[src/rtl/poly_small_gauss_stream.sv]
// Falcon keygen small-polynomial generator: bound-checks streamed Gaussian
// samples, optionally forces an odd coefficient sum, emits n coefficients.
module poly_small_gauss_stream #(
  parameter int LOGN      = 9,
  parameter int SAMPLE_W  = 32,
  parameter int COEF_W    = 8,
  parameter int BOUND     = 127,
  parameter int PARITY_EN = 1
) (
  input  logic                clk,
  input  logic                rst_n,
  input  logic                start,
  input  logic                abort,
  input  logic                smp_valid,
  output logic                smp_ready,
  input  logic [SAMPLE_W-1:0] smp_data,
  output logic                coef_valid,
  input  logic                coef_ready,
  output logic [COEF_W-1:0]   coef_data,
  output logic [LOGN-1:0]     coef_idx,
  output logic                coef_last,
  output logic                busy,
  output logic                done,
  output logic [15:0]         rej_cnt
);

  typedef enum logic [1:0] {
    S_IDLE,
    S_RUN,
    S_FLUSH
  } state_t;

  localparam logic [LOGN-1:0] IDX_LAST = '1;
  localparam logic [SAMPLE_W:0] BOUND_X = (SAMPLE_W+1)'(BOUND);
  localparam logic PAR_ON = (PARITY_EN != 0);

  state_t              r_state;
  logic [LOGN-1:0]     r_idx;
  logic                r_par;
  logic                r_cv;
  logic [COEF_W-1:0]   r_data;
  logic [LOGN-1:0]     r_cidx;
  logic                r_clast;
  logic                r_done;
  logic [15:0]         r_rej;

  logic [SAMPLE_W:0]   w_ext;
  logic [SAMPLE_W:0]   w_abs;
  logic                w_inb;
  logic                w_last;
  logic                w_prej;
  logic                w_sready;
  logic                w_fire;
  logic                w_acc;
  logic                w_rej;
  logic                w_out_hs;

  // one extra bit keeps |most negative sample| representable
  assign w_ext    = {smp_data[SAMPLE_W-1], smp_data};
  assign w_abs    = smp_data[SAMPLE_W-1] ? -w_ext : w_ext;
  assign w_inb    = (w_abs <= BOUND_X);
  assign w_last   = (r_idx == IDX_LAST);
  assign w_prej   = PAR_ON && w_last && !(r_par ^ smp_data[0]);
  assign w_sready = (r_state == S_RUN) && (!r_cv || coef_ready);
  assign w_fire   = smp_valid && w_sready && !abort;
  assign w_acc    = w_fire && w_inb && !w_prej;
  assign w_rej    = w_fire && !(w_inb && !w_prej);
  assign w_out_hs = r_cv && coef_ready;

  always_ff @(posedge clk or negedge rst_n) begin
    if (!rst_n) begin
      r_state <= S_IDLE;
      r_idx   <= '0;
      r_par   <= 1'b0;
      r_cv    <= 1'b0;
      r_data  <= '0;
      r_cidx  <= '0;
      r_clast <= 1'b0;
      r_done  <= 1'b0;
      r_rej   <= '0;
    end else begin
      r_done <= 1'b0;
      if (abort) begin
        r_state <= S_IDLE;
        r_cv    <= 1'b0;
      end else begin
        unique case (r_state)
          S_IDLE: begin
            if (start) begin
              r_state <= S_RUN;
              r_idx   <= '0;
              r_par   <= 1'b0;
              r_rej   <= '0;
            end
          end
          S_RUN: begin
            if (w_out_hs)
              r_cv <= 1'b0;
            if (w_acc) begin
              r_cv    <= 1'b1;
              r_data  <= smp_data[COEF_W-1:0];
              r_cidx  <= r_idx;
              r_clast <= w_last;
              if (w_last) begin
                r_state <= S_FLUSH;
              end else begin
                r_idx <= r_idx + LOGN'(1);
                r_par <= r_par ^ smp_data[0];
              end
            end
            if (w_rej && (r_rej != 16'hFFFF))
              r_rej <= r_rej + 16'd1;
          end
          S_FLUSH: begin
            if (w_out_hs) begin
              r_cv    <= 1'b0;
              r_state <= S_IDLE;
              r_done  <= 1'b1;
            end
          end
          default: r_state <= S_IDLE;
        endcase
      end
    end
  end

  assign smp_ready  = w_sready;
  assign coef_valid = r_cv;
  assign coef_data  = r_data;
  assign coef_idx   = r_cidx;
  assign coef_last  = r_clast;
  assign busy       = (r_state != S_IDLE);
  assign done       = r_done;
  assign rej_cnt    = r_rej;

endmodule
[config.mk]
export PLATFORM = sky130hd
export DESIGN_NAME = poly_small_gauss_stream
export DESIGN_NICKNAME = d
export VERILOG_FILES = /design/src/rtl/poly_small_gauss_stream.sv
export SDC_FILE = /design/constraint.sdc
export NUM_CORES = 1
export LEC_CHECK = 0
export CORE_ASPECT_RATIO = 1.25
export CORE_MARGIN = 2
export CORE_UTILIZATION = 55
export CTS_CLUSTER_DIAMETER = 60
export DETAILED_ROUTE_END_ITERATION = 7
export DONT_BUFFER_PORTS = 1
export PLACE_DENSITY = 0.7
export SLEW_MARGIN = 5
export SYNTH_ARGS = -nofsm -noshare
export SYNTH_HDL_FRONTEND = slang
export SYNTH_SLANG_ARGS = --single-unit
[constraint.sdc]
create_clock -name clk -period 3.6 [get_ports clk]
set_input_delay 0.72 -clock clk [delete_from_list [all_inputs] [get_ports clk]]
set_output_delay 0.72 -clock clk [all_outputs]
set_load 0.02 [all_outputs]
## Word-level counts from Yosys, hierarchy flattened

Cells that the tools add are included.

- Register bits: 48
- Input bits: 38
- Output and inout bits: 38
- Logic and storage cells: 76

- Add/subtract/negate cells: 3
- Magnitude comparators: 1
- Equal/unequal tests: 12
- Muxes and demuxes: 25
- Bitwise logic cells: 2
- Reductions and logical operators: 24

Operators by type and width:

| operator | number |
|---|---|
| 33-bit by 7-bit less-or-equal comparator with 1-bit output (second input constant) | 1 |
| 33-bit 2-to-1 mux | 1 |
| 33-bit negation | 1 |
| 16-bit 2-to-1 mux | 2 |
| 16-bit one-hot mux with 2 select lines | 1 |
| 9-bit 2-to-1 mux | 3 |
| 9-bit one-hot mux with 2 select lines | 1 |
| 16-bit by 1-bit adder with 16-bit output (second input constant) | 1 |
| 16-bit inequality test (second input constant) | 1 |
| 3-bit inequality test (second input constant) | 4 |
| 1-bit logical AND | 10 |
| 2-bit 2-to-1 mux | 5 |
| 9-bit by 1-bit adder with 9-bit output (second input constant) | 1 |
| 9-bit == test (second input constant) | 1 |
| 1-bit 2-to-1 mux | 9 |
| 4-bit AND reduction | 2 |
| 2-bit inequality test (second input constant) | 3 |
| 2-bit one-hot mux with 3 select lines | 1 |
| 1-bit zero test | 5 |
| 5-bit AND reduction | 1 |
| 1-bit one-hot mux with 2 select lines | 2 |
| 2-bit nonzero test | 2 |
| 3-bit AND reduction | 1 |
| 3-bit nonzero test | 1 |
| 7 further kinds | 7 |

## Depth between registers and ports, before layout

- Word-level depth: 10
- Depth in mapped cells: 14
- Depth with buffers taken out: 12

## Worst setup path before layout

Ideal clock, no wire load.

- Kind: input to register
- Start point: in smp_data[22]
- End point: reg r_rej[2], in the netlist rej_cnt[2]
- Setup time: 0.124 ns
- Arrival time: 3.333 ns
- Required time: 3.476 ns
- Setup slack: 0.144 ns
- Cell stages on the path: 12
- Path buffers: 2
- Path through: buf_2 > or4_4 > or4_4 > nor3_2 > nor3b_1 > nor4_4 > o2111ai_2 > nor4_4 > nand2b_4 > buf_8 > nor4_1 > a211o_1

- Longest elaborated chain between the ends: 9

RTL lines:

| element | line | text |
|---|---|---|
| start, declared | 16 | `input logic [SAMPLE_W-1:0] smp_data,` |
| 33-bit negation | 60 | `assign w_abs = smp_data[SAMPLE_W-1] ? -w_ext : w_ext;` |
| 33-bit 2-to-1 mux (*) | 60 |  |
| 33-bit by 7-bit less-or-equal comparator with 1-bit output (*) | 61 | `assign w_inb = (w_abs <= BOUND_X);` |
| 1-bit logical AND (*) | 67 | `assign w_rej = w_fire && !(w_inb && !w_prej);` |
| 1-bit zero test (*) | 67 |  |
| 1-bit logical AND (*) | 67 |  |
| 1-bit logical AND (*) | 111 | `if (w_rej && (r_rej != 16'hFFFF))` |
| 2-bit by 1-bit inequality test with 1-bit output (no line) (*) | - |  |
| 4-bit AND reduction (no line) (*) | - |  |
| end signal, assigned | 112 | `r_rej <= r_rej + 16'd1;` |
| end, declared | 45 | `logic [15:0] r_rej;` |

Every way passes the cells marked *; elsewhere a longest branch is shown, timed or not.
A chain may end at the register's enable or synchronous reset.

## Worst setup path after layout

- Start point: in smp_data[4]
- End point: reg r_rej[5], in the netlist rej_cnt[5]

Same word-level chain as after synthesis.

==> results.yml <==
run_status:
  status: "complete, no violations"
clock_network:
  cts.sinks: 48
  cts_root_buf: "clkbuf_8"
  cts_buffers: 5
  clk-insertion-delay-late_ns: 0.30
  cts_setup_buffers: 0
  htreeDepth: 2
  clk_pin_slew_ns: 0.09
  cts_tree: "done"
  clk_path_buf_depth: 2
  cts_hold_buf: 0
  ctsResizeCount: 0
sta:
  setup_viol: 0
  min_period_over_period_pct: 89.98
  report.final.slew_viol_count: 0
  rsz0062_at_grt: "false"
  maxSlewHeadroom_pct: 50.38
  min_period_ns: 3.239
  final.setup_skew_ns: 0.01508
  hold_violations: 0
  fmaxAchievable_ghz: 0.3087
  fin_tns_setup_ns: 0
  tightestPinTransition_ns: 0.7416
synthesis:
  synth_edf_count: 0
  yosysWarnings: 0
  synth_top_area_share_pct: 35.13
  syn_inst: 404
  syn_area_per_cell_um2: 8.464
  yosysMostFrequentCell: "nand2_1"
  ys_ff_latch: 48
  async_reset_ff_share_pct: 100.0
  synthTopCellsByArea: "dfrtp_1 (35%), nand2_1 (8.5%), nor2_1 (3.6%)"
  syn_nets: 446
  synth_area_leader_cell: "dfrtp_1"
  synthTopCellsByCount: "nand2_1 (77), dfrtp_1 (48), nor2_1 (33), nand3_1 (19)"
  ys_types: 76
  synth.cell_area_um2: 3420
  synthFlopType: "dfrtp_1"
  seq_area_frac_synth_pct: 35.13
worst_setup_path:
  cp-end-kind: "flip-flop"
  worstPathRequired_ns: 3.78
  r2r_cells: 9
  cp_slowest_cell: "nor4_2"
  r2r-end: "rej_cnt[15]"
  setup.worst_path.start: "smp_data[4]"
  critPathArrivalTime_ns: 3.42
  path_max_fanout: 18
  crit_type: "input pin to flip-flop"
  rrSetupSlack_ns: 0.55
  critPathMostFrequentCell: "a211o_1"
  timing.rr.start: "rej_cnt[6]"
  cp_slowest_stage_delay_ns: 0.40
  path_cells: "nor4_2 > nand2_1 > nor3_2 > a211o_1 > nor4b_1 > nand4b_2 > nor4_4 > nand2b_4 > nor4_1 > a211o_1"
  cp-start-kind: "input pin"
drt:
  antenna_left: 0
  drt_iter0_drc: 254
  finalWirelength_um: 8739
  num_vias: 3130
  drc: 0
  drt_first_pass_iters: 5
  wl_per_cell_um: 17.73
  viasPerCell: 6.349
global_routing:
  antenna_found_initial: 0
  grt_pass1_wl_um: 14200
  overflow: 0
  grt_max_degree: 49
  grt_pass1_vias: 3070
  grt_use_total_pct: 26.22
floorplan:
  start_util_pct: 56.19
  dieArea_um2: 6868
  io-pin-count: 76
  core_area_um2: 6086
  die_w_um: 74.53
  num_rows: 32
  die_h_um: 92.16
cells_and_area:
  utilization_pct: 59.17
  drive_gt1_share_pct: 15.44
  syn_to_final_growth_pct: 5.305
  nets: 450
  ff_latch_area_um2: 1201
  multi_input_area_um2: 2041
  n_antenna_cell: 0
  fill_cells: 577
place:
  gp_congestion: 0.9538
  dp.final_hpwl_um: 6660
  port_buffers: 0
power_and_ir_drop:
  leakage_nw: 1.532
  powerDensity_nw_per_um2: 281.6
  ir_worst_vdd_uv: 171.1
job:
  maxCapViolations: 0
hold_path:
  hp-class: "input pin to asynchronous set/reset pin"
==> worst max-delay path, delay by kind of cell <==
| family | cells | cell delay [ns] |
|---|---|---|
| compound gates | 2 | 0.44 |
| simple gates | 8 | 2.24 |
==> power by group <==
part | internal (W) | switching, W | total (W)
logic | 0.0000466 | 0.0000578 | 0.000104
registers | 0.000549 | 0.0000305 | 0.000579
clock network | 0.000153 | 0.000177 | 0.000330
==> registers in the layout, summed over array words and instances, names as in the netlist <==
| register | cells |
|---|---|
| rej_cnt | 16 |
| coef_idx | 9 |
| r_idx | 9 |
| coef_data | 8 |
| r_state | 2 |
| coef_last | 1 |
| coef_valid | 1 |
| done | 1 |
| r_par | 1 |
==> area by class of cell <==
cell class                      instances  area share, %
Sequential cell                        48          33.36
Multi-Input combinational cell        325          56.67
Inverter                               13          1.355
Clock buffer                            6          2.293
Tap cell                               85          2.953
Timing Repair Buffer                   15          3.127
Clock inverter                          1         0.2432
==> per-layer routing <==
layer / share of wire [%] / track usage [%] / routed length [um] / vias to the layer above
met5: 0 / 0 / 0 / -
met2: 50 / 44.10 / 4352 / 136
met3: 6.9 / 4.945 / 600 / 19
met1: 41 / 32.06 / 3570 / 1486
li1: - / - / - / 1489
met4: 2.5 / 11.01 / 216 / 0
==> worst max-delay path by stage <==
stage               depth (start not counted)          to  slack, ns
detailed placement                         10  rej_cnt[5]       0.09
CTS                                        10  rej_cnt[5]       0.39
global placement                           10  rej_cnt[5]       0.15
floorplan                                  12  rej_cnt[2]       0.14
global route                               12  rej_cnt[5]       0.16
finish                                     10  rej_cnt[5]       0.36
==> per-stage QoR <==
stage / hold slack [ns] / cell area (um^2) / setup slack, ns / std cells / total power [W]
floorplan: 0.4244 / 3420 / 0.1435 / 404 / 0.0006799
global placement: 0.4257 / 3510 / 0.1482 / 486 / 0.0006903
detailed placement: 0.4255 / 3510 / 0.09333 / 486 / 0.0006924
CTS: 0.09265 / 3601 / 0.3924 / 493 / 0.001023
global route: 0.08068 / 3601 / 0.1631 / 493 / 0.001061
finish: 0.09909 / 3601 / 0.3608 / 493 / 0.001014
==> cells by family (layout without fill, tap and decap cells) <==
group,after synthesis,in the layout,share of synthesized area [%]
flops,48,48,35.13
xor+xnor,8,8,2.049
buf+inv,31,35,5.196
simple gates,226,226,37.18
compound gates,83,83,17.75
fa+ha+maj,4,4,1.464
mux,4,4,1.244
==> cell usage in the layout, fill, tap and decap left out, types with 3 or more instances in the layout <==
master | synthesis | routed
o31ai_1 | 3 | 3
ha_1 | 4 | 4
nand4_1 | 8 | 8
nor4b_1 | 3 | 3
clkbuf_8 | 1 | 6
xnor2_1 | 6 | 6
or3_1 | 3 | 3
nor3_1 | 13 | 13
a21oi_1 | 15 | 15
o221ai_1 | 3 | 3
inv_1 | 13 | 13
nand2b_1 | 4 | 4
o211ai_1 | 5 | 5
nor3_2 | 3 | 3
nor3b_1 | 5 | 5
and3_1 | 6 | 6
o21ai_0 | 15 | 15
nand3_1 | 19 | 19
or4_2 | 6 | 6
dfrtp_1 | 48 | 48
nor4_4 | 3 | 3
nand4b_1 | 3 | 3
nor2b_1 | 4 | 4
or2_2 | 3 | 3
buf_4 | 1 | 15
nand2_1 | 77 | 77
nand3b_1 | 4 | 4
a31oi_1 | 6 | 6
nor4_1 | 10 | 10
a211o_1 | 3 | 3
a22o_1 | 3 | 3
nor2_1 | 33 | 33
Note: power is estimated with default switching activity, not from simulation.
